### src/rtl/regfile_pkg.sv
// regfile_pkg: shared types and default sizes for the multiport register file.
//   rf_state_t    - controller state (sweep clear / normal operation)
//   RF_DATA_WIDTH - default register width
//   RF_ADDR_WIDTH - default address width (DEPTH = 2**RF_ADDR_WIDTH)
package regfile_pkg;
  typedef enum logic {RF_CLEAR = 1'b0, RF_IDLE = 1'b1} rf_state_t;

  localparam int RF_DATA_WIDTH = 32;
  localparam int RF_ADDR_WIDTH = 5;
endpackage

### src/rtl/regfile_read_port.sv
// regfile_read_port: one registered read port of the register file.
//   clock, reset   - rising-edge clock, synchronous active-low reset
//   sweeping       - clear sweep in progress; forces output to zero
//   addr           - read address for this port
//   wr_en          - write that will actually commit this cycle
//   wr_addr/wr_data- that write, used for write-first bypass
//   mem_data       - array contents at addr
//   data           - registered read data
module regfile_read_port
  import regfile_pkg::*;
#(
  parameter int DATA_WIDTH = RF_DATA_WIDTH,
  parameter int ADDR_WIDTH = RF_ADDR_WIDTH,
  parameter int ZERO_REG   = 1
) (
  input  logic                  clock,
  input  logic                  reset,
  input  logic                  sweeping,
  input  logic [ADDR_WIDTH-1:0] addr,
  input  logic                  wr_en,
  input  logic [ADDR_WIDTH-1:0] wr_addr,
  input  logic [DATA_WIDTH-1:0] wr_data,
  input  logic [DATA_WIDTH-1:0] mem_data,
  output logic [DATA_WIDTH-1:0] data
);
  always_ff @(posedge clock) begin
    if (!reset)
      data <= '0;
    else if (sweeping)
      data <= '0;
    else if (ZERO_REG != 0 && addr == '0)
      data <= '0;
    else if (wr_en && wr_addr == addr)
      data <= wr_data;   // write-first bypass
    else
      data <= mem_data;
  end
endmodule

### src/rtl/regfile_multiport.sv
// regfile_multiport: parameterised register file, READ_PORTS registered read
// ports with write-first bypass, one write port, and a sequential clear
// sweep (one entry per cycle) after reset or on request.
//   clock, reset   - rising-edge clock, synchronous active-low reset
//   we, rd         - write enable / write address
//   input_data     - write data
//   rs             - packed read addresses, port p at [p*ADDR_WIDTH +: ADDR_WIDTH]
//   clear          - request a full clear sweep (ignored while sweeping)
//   output_data    - packed read data, port p at [p*DATA_WIDTH +: DATA_WIDTH]
//   busy           - clear sweep in progress
//   write_dropped  - pulse: a write was discarded during the sweep
module regfile_multiport
  import regfile_pkg::*;
#(
  parameter int DATA_WIDTH = RF_DATA_WIDTH,
  parameter int ADDR_WIDTH = RF_ADDR_WIDTH,
  parameter int READ_PORTS = 2,
  parameter int ZERO_REG   = 1
) (
  input  logic                             clock,
  input  logic                             reset,
  input  logic                             we,
  input  logic [ADDR_WIDTH-1:0]            rd,
  input  logic [DATA_WIDTH-1:0]            input_data,
  input  logic [READ_PORTS*ADDR_WIDTH-1:0] rs,
  input  logic                             clear,
  output logic [READ_PORTS*DATA_WIDTH-1:0] output_data,
  output logic                             busy,
  output logic                             write_dropped
);
  localparam int DEPTH = 1 << ADDR_WIDTH;

  rf_state_t             state;
  logic [ADDR_WIDTH-1:0] sweep_ptr;
  logic                  wr_ok;

  // No reset on the array: the sweep zeroes it, keeping it RAM-inferable.
  logic [DATA_WIDTH-1:0] mem [DEPTH];

  assign wr_ok = (state == RF_IDLE) && we && !(ZERO_REG != 0 && rd == '0);
  assign busy  = (state == RF_CLEAR);

  always_ff @(posedge clock) begin
    if (!reset) begin
      state         <= RF_CLEAR;
      sweep_ptr     <= '0;
      write_dropped <= 1'b0;
    end else begin
      write_dropped <= (state == RF_CLEAR) && we;
      case (state)
        RF_CLEAR: begin
          // pointer wraps to 0 on the last entry, ready for the next sweep
          sweep_ptr <= sweep_ptr + 1'b1;
          if (sweep_ptr == '1) state <= RF_IDLE;
        end
        RF_IDLE: begin
          if (clear) begin
            state     <= RF_CLEAR;
            sweep_ptr <= '0;
          end
        end
        default: state <= RF_CLEAR;
      endcase
    end
  end

  // Sweep and write are mutually exclusive by state; nothing commits in reset.
  always_ff @(posedge clock) begin
    if (reset) begin
      if (state == RF_CLEAR)
        mem[sweep_ptr] <= '0;
      else if (wr_ok)
        mem[rd] <= input_data;
    end
  end

  for (genvar p = 0; p < READ_PORTS; p++) begin : g_port
    regfile_read_port #(
      .DATA_WIDTH (DATA_WIDTH),
      .ADDR_WIDTH (ADDR_WIDTH),
      .ZERO_REG   (ZERO_REG)
    ) u_port (
      .clock    (clock),
      .reset    (reset),
      .sweeping (state == RF_CLEAR),
      .addr     (rs[p*ADDR_WIDTH +: ADDR_WIDTH]),
      .wr_en    (wr_ok),
      .wr_addr  (rd),
      .wr_data  (input_data),
      .mem_data (mem[rs[p*ADDR_WIDTH +: ADDR_WIDTH]]),
      .data     (output_data[p*DATA_WIDTH +: DATA_WIDTH])
    );
  end
endmodule

### config.mk
export PLATFORM = sky130hd
export DESIGN_NAME = regfile_multiport
export DESIGN_NICKNAME = d
export VERILOG_FILES = /design/src/rtl/regfile_pkg.sv /design/src/rtl/regfile_read_port.sv /design/src/rtl/regfile_multiport.sv
export SDC_FILE = /design/constraint.sdc
export NUM_CORES = 1
export LEC_CHECK = 0
export CAP_MARGIN = 0
export CORE_MARGIN = 3
export CORE_UTILIZATION = 27
export DETAILED_ROUTE_END_ITERATION = 10
export GPL_TIMING_DRIVEN = 1
export PLACE_DENSITY_LB_ADDON = 0.08
export SLEW_MARGIN = 0
export SYNTH_ARGS = -nofsm -noshare
export SYNTH_HDL_FRONTEND = slang
export SYNTH_SLANG_ARGS = --single-unit
export TNS_END_PERCENT = 20
### constraint.sdc
create_clock -name clock -period 3.6 [get_ports clock]
set_input_delay 0.54 -clock clock [delete_from_list [all_inputs] [get_ports clock]]
set_output_delay 0.54 -clock clock [all_outputs]
set_load 0.005 [all_outputs]
# --- Word-level counts from Yosys, hierarchy flattened ---
# Memory sizes are Yosys's and may differ from the RTL's. A register that Yosys moved wholly into a read port is not among the register bits.
# Cells that the tools add are included.
op_classes:
  magnitude_cmp: 0
  n_eq_ne: 2
  n_addsub: 1
  n_shift: 0
  div: 0
  multipliers: 0
  n_reduce_logical: 10
  muxes: 15
  bitwise: 2
op_table:
  columns: ["op", "n"]
  rows:
  - ["32-bit two-way mux", 1]
  - ["32-bit OR reduction", 1]
  - ["5-bit logical NOT", 3]
  - ["1-bit two-way mux", 10]
  - ["5-bit two-way mux", 2]
  - ["5-bit one-hot mux with 2 select lines", 1]
  - ["3-bit OR reduction", 2]
  - ["5-bit by 1-bit adder with 5-bit output, second input constant", 1]
  - ["5-bit == test, second input constant", 1]
  - ["1-bit logical AND", 3]
  - ["2-bit != test, second input constant", 1]
  - ["1-bit inverter", 2]
  - ["1-bit one-hot mux with 2 select lines", 1]
  - ["1-bit logical NOT", 1]
word_totals:
  out_inout_bits: 66
  romBits: 0
  mem_bits_rw: 1024
  memories: 1
  regBits: 7
  elab_cells: 34
  latch_bits: 0
memory_table:
  columns: ["memory", "depth", "word_bits", "rd", "rd_ports_with_merged_regs", "wr", "line_no", "rtl"]
  rows:
  - ["mem", 32, 32, 2, 2, 1, "regfile_multiport.sv:38", "logic [DATA_WIDTH-1:0] mem [DEPTH];"]

# --- Depth between registers and ports, before layout ---
logic_depth:
  ltp_word: 9
  mapped_depth: 10

# --- Modules after synthesis ---
# From an unflattened synthesis, not the netlist that was laid out.
unflattened:
  cells_unflattened: 3800
  hier_area_um2: 51598.2
by_module_without_submodules:
  columns: ["mod", "instances", "cells_each", "area_each_um2", "seq_area_each_um2"]
  rows:
  - ["regfile_multiport", 1, 3488, 49008.3, 30889.6]
  - ["regfile_read_port", 2, 156, 1295.0, 640.6]

# --- Worst setup path before layout ---
# Ideal clock, no wire load.
synth_timing:
  path_kind: "input port to flip-flop"
  from: "input port rd[0]"
  to: "memory mem[19][0] (netlist bit), enable pin"
  path_buffers: 0
  setup_slack_ns: 0.141
  path_stages: 6
  arrival_ns: 3.038
  cell_sequence: "or4_4 > o21ai_2 > a21oi_1 > nor2_1 > nand2_1 > nor2_1"
synth_between:
  elab_chain_cells: 9
  word_cells_on_any_way: 10
  cone_classes: "mux (6); reduce/logical (4)"
synth_rtl:
  columns: ["item", "line_no", "rtl"]
  rows:
  - ["start, declared", "regfile_multiport.sv:23", "input logic [ADDR_WIDTH-1:0] rd,"]
  - ["5-bit logical NOT", "regfile_multiport.sv:40", "assign wr_ok = (state == RF_IDLE) && we && !(ZERO_REG != 0 && rd == '0);"]
  - ["1-bit logical NOT", "regfile_multiport.sv:40", null]
  - ["1-bit logical AND", "regfile_multiport.sv:40", null]
  - ["1-bit two-way mux", "regfile_multiport.sv:72", "else if (wr_ok)"]
  - ["1-bit two-way mux", "regfile_multiport.sv:70", "if (state == RF_CLEAR)"]
  - ["1-bit two-way mux", "regfile_multiport.sv:69", "if (reset) begin"]
  - ["1-bit two-way mux (not written as such)", "regfile_multiport.sv:73", "mem[rd] <= input_data;"]
  - ["32-bit OR reduction (no source line)", null, null]
  - ["5-bit two-way mux (no source line) or 1-bit two-way mux (tied branches)", null, null]
  - ["end, declared", "regfile_multiport.sv:38", null]
# Several ways; a longest one is shown, not always the timed one.

# --- Worst setup path after layout ---
layout_timing:
  from: "register state"
  to: "register g_port[1].u_port.data[14] (read register of mem)"
layout_between:
  elab_chain_cells: 2
layout_rtl:
  columns: ["item", "line_no", "rtl"]
  rows:
  - ["start, declared", "regfile_multiport.sv:33", "rf_state_t state;"]
  - ["start signal, assigned", "regfile_multiport.sv:45", "state <= RF_CLEAR;"]
  - ["start signal, assigned", "regfile_multiport.sv:54", "if (sweep_ptr == '1) state <= RF_IDLE;"]
  - ["start signal, assigned", "regfile_multiport.sv:58", "state <= RF_CLEAR;"]
  - ["1-bit inverter", null, null]
  - ["3-bit OR reduction (no source line)", null, null]
  - ["end, declared", "regfile_read_port.sv:24", "output logic [DATA_WIDTH-1:0] data"]
# Every way passes these cells.
# A chain may end at the register's enable or synchronous reset.

==> run metrics <==
Tot GR Track Use=between 20% and 30%; total wire length=about 200 mm; initial antenna violation count=5; largest net degree at the start of global routing=56; setup ws final=0.541 ns; Distinct cells, synth=57; internal power=~22 mW; combinational power share=under 10%; most frequent cells in the layout=edfxtp_1 (1024), mux2i_1 (479), mux4_2 (274); Ports=~120; mux share of post-synthesis cell area=a little over a fifth; ys flop type=edfxtp_1; Compound-Gate Fraction of Synth Area=between 8 and 9%; Avg Vias per Cell=approximately 5.3; clk buf depth=3; # Max-Cap Violations=0; r2r setup slk=~0.54 ns; Seq/Total Area, Yosys=between 60% and 70%; sequential share of power=between 40% and 50%; crit path time final=approximately 3 ns; synthesized area=50600 µm²; area leader, netlist=edfxtp_1; unrepaired setup endpoints after global routing=false; period utilization=about 85%; Remaining Overflow, GRT=0; Worst Skew=approximately 0.024 ns; largest family of logic cells by synthesized area=multiplexers; syn nets=roughly 3.1k; CP endpoint kind=flip-flop; Switching Fraction=23.4%; clk_lat worst skew=a little under 0.8 ns; Max Clk Rate=~330 MHz; Setup violations, final=0; Yosys top cell area share=between 60 and 70%; Yosys Warn Count=0; area share of fa/ha/maj cells after synthesis=less than 1%; core region area=roughly 190000 µm²; reg2reg path depth=6; WS Path Type=flip-flop to flip-flop; CTS tree=built; fin nets=approximately 3.4k; Crit path required time=between 4 and 5 ns; R2R Path End=g_port[1].u_port.data[14]$_SDFF_PP0_; Hold Fails Final Rpt=0; hold path cells=3; HPWL Detailed=approximately 130 mm; Post-synth EDFFs=roughly 1k; post-cts sizing count=0; flop and latch count out of synthesis=approximately 1.1k; cts hold-fix bufs=0; r2r startpoint=state$_SDFF_PN0_; Post-CTS Setup Inserts=0; die width=439 µm; Port Buffers=between 100 and 150; first-pass GRT wire length=275 mm; status=finished clean; worst hold endpoint=g_port[1].u_port.data[3]$_SDFF_PP0_; Post-Synth XOR/XNOR Area=0.0173%; Pins Over Slew Limit=0; cell leakage power=~23 nW; hold path start=input_data[3]; clock share of power=between 40 and 50%; switching power=about 6.9 mW; DR WL/cell=approximately 33 µm; drt initial violations=roughly 2.8k; Simple-Gate Fraction of Synth Area=approximately 4%; crit path launch type=flip-flop; commonest non-fill, non-tap cell in the layout=edfxtp_1; Vert. Die Dim=between 400 and 500 µm; Root Driver=clkbuf_16; Hold Crit Class=primary input to flip-flop; crit path from=state$_SDFF_PN0_; Tightest Pin Transition=approximately 1.0 ns; maximum vdd drop=around 0.29 mV; Tot Pwr=around 29 mW; number of CTS-inserted buffers=~140; synth top area cells=edfxtp_1 (61%), mux4_2 (12%), mux2i_1 (9.5%); Place WS=-0.000758 ns; DRC=0; Critical Path AT=between 3 and 4 ns; drt first pass iters=5; syn avg cell area=16.4 µm²; asr flop ratio synth=0%; clock slew at reported path FFs=0.06 ns; die area=around 190000 µm²; Rows=around 160; Syn-to-layout area delta=22.1%; share of layout cells above drive strength 1=~25%; Via Count=31.5k; vias in the first global route=about 34k; Pwr Density=about 470 nW/µm²; Final GP Congestion=0.840; clk sinks=roughly 1.1k; Detail Route Antenna Nets=0; cell count after synthesis=~3.1k; initial core utilization=roughly 27%; htree depth=4; CP Max Fanout=32; Slew headroom=between 30% and 40%
layout make-up:
type	instances	area (µm²)
sequential	1095	32200
clock inverter	69	572
multi-input combinational	1712	17500
tap	2480	3100
clock buffer	181	3750
antenna	1	2.50
inverter	37	139
timing repair buffer	399	4480
fill	17900	124000
cells in the mapped netlist (all sizes together) (3+ instances only):
master	number
a2111oi	4
a211oi	69
a21oi	126
a221oi	23
a22o	26
a22oi	262
a31oi	3
and2	11
and3	8
buf	119
clkbuf	128
dfxtp	71
edfxtp	1024
inv	37
mux2i	479
mux4	274
nand2	130
nand2b	3
nand3	146
nand4	35
nor2	46
nor2b	13
nor3	3
nor3b	4
o211ai	6
o21ai	11
o22ai	4
how the worst max path moves through the flow:
stage | cells past startpoint | to
after floorplan | 6 | mem[19][0]$_DFFE_PP_
after global placement | 8 | mem[21][1]$_DFFE_PP_
after detailed placement | 8 | g_port[1].u_port.data[14]$_SDFF_PP0_
after CTS | 6 | g_port[1].u_port.data[14]$_SDFF_PP0_
after global routing | 6 | g_port[1].u_port.data[5]$_SDFF_PP0_
final | 6 | g_port[1].u_port.data[14]$_SDFF_PP0_
flip-flops by register name, indices dropped and copies added (netlist names):
register            cells
mem                  1024
g_port.u_port.data     64
sweep_ptr               5
state                   1
write_dropped           1
stage by stage:
stage           TNS [ns]  utilization, %  hold slack [ns]  cell area [µm²]  std cells
6_report               0            33.2            0.429            61700       5974
5_1_grt                0            33.2            0.420            61700       5974
4_1_cts                0            33.2            0.372            61700       5973
3_5_place_dp   -0.000758            30.9            0.671            57400       5723
3_3_place_gp           0            30.9            0.671            57400       5723
2_1_floorplan          0               -            0.589            50600       3091
worst max-delay path: stages, from the launching register on:
cell and delay (ns):
dfxtp_1 0.53, nand3_1 0.36, o21ai_1 0.51, nand3b_1 0.20
a32oi_4 0.38, and2_4 0.69, a211oi_2 0.17
power groups by stage:
| stage | registers [mW] | clock network, mW | logic [mW] |
|---|---|---|---|
| after global routing | 13.8 | 14.3 | 2.22 |
| final | 13.8 | 13.4 | 2.12 |
| after detailed placement | 14.1 | 0 | 2.15 |
| after CTS | 13.8 | 13.8 | 2.15 |
| after global placement | 14.1 | 0 | 2.15 |
| after floorplan | 14.1 | 0 | 1.11 |
logic make-up after synthesis:
logic type      Yosys count
fa+ha+maj                 2
xor+xnor                  1
mux                     754
flops                  1095
compound gates          546
simple gates            409
buf+inv                 284
routing by layer:
metal / part of all wire (%) / wire [µm] / track usage (%)
met1: 43 / 85000 / 26.6
met2: 50 / 99000 / 35.0
met3: 3.9 / 7830 / 2.81
met4: 3.5 / 6870 / 7.04
met5: 0.013 / 26 / 0
No activity file was read; power rests on OpenSTA's default activity.
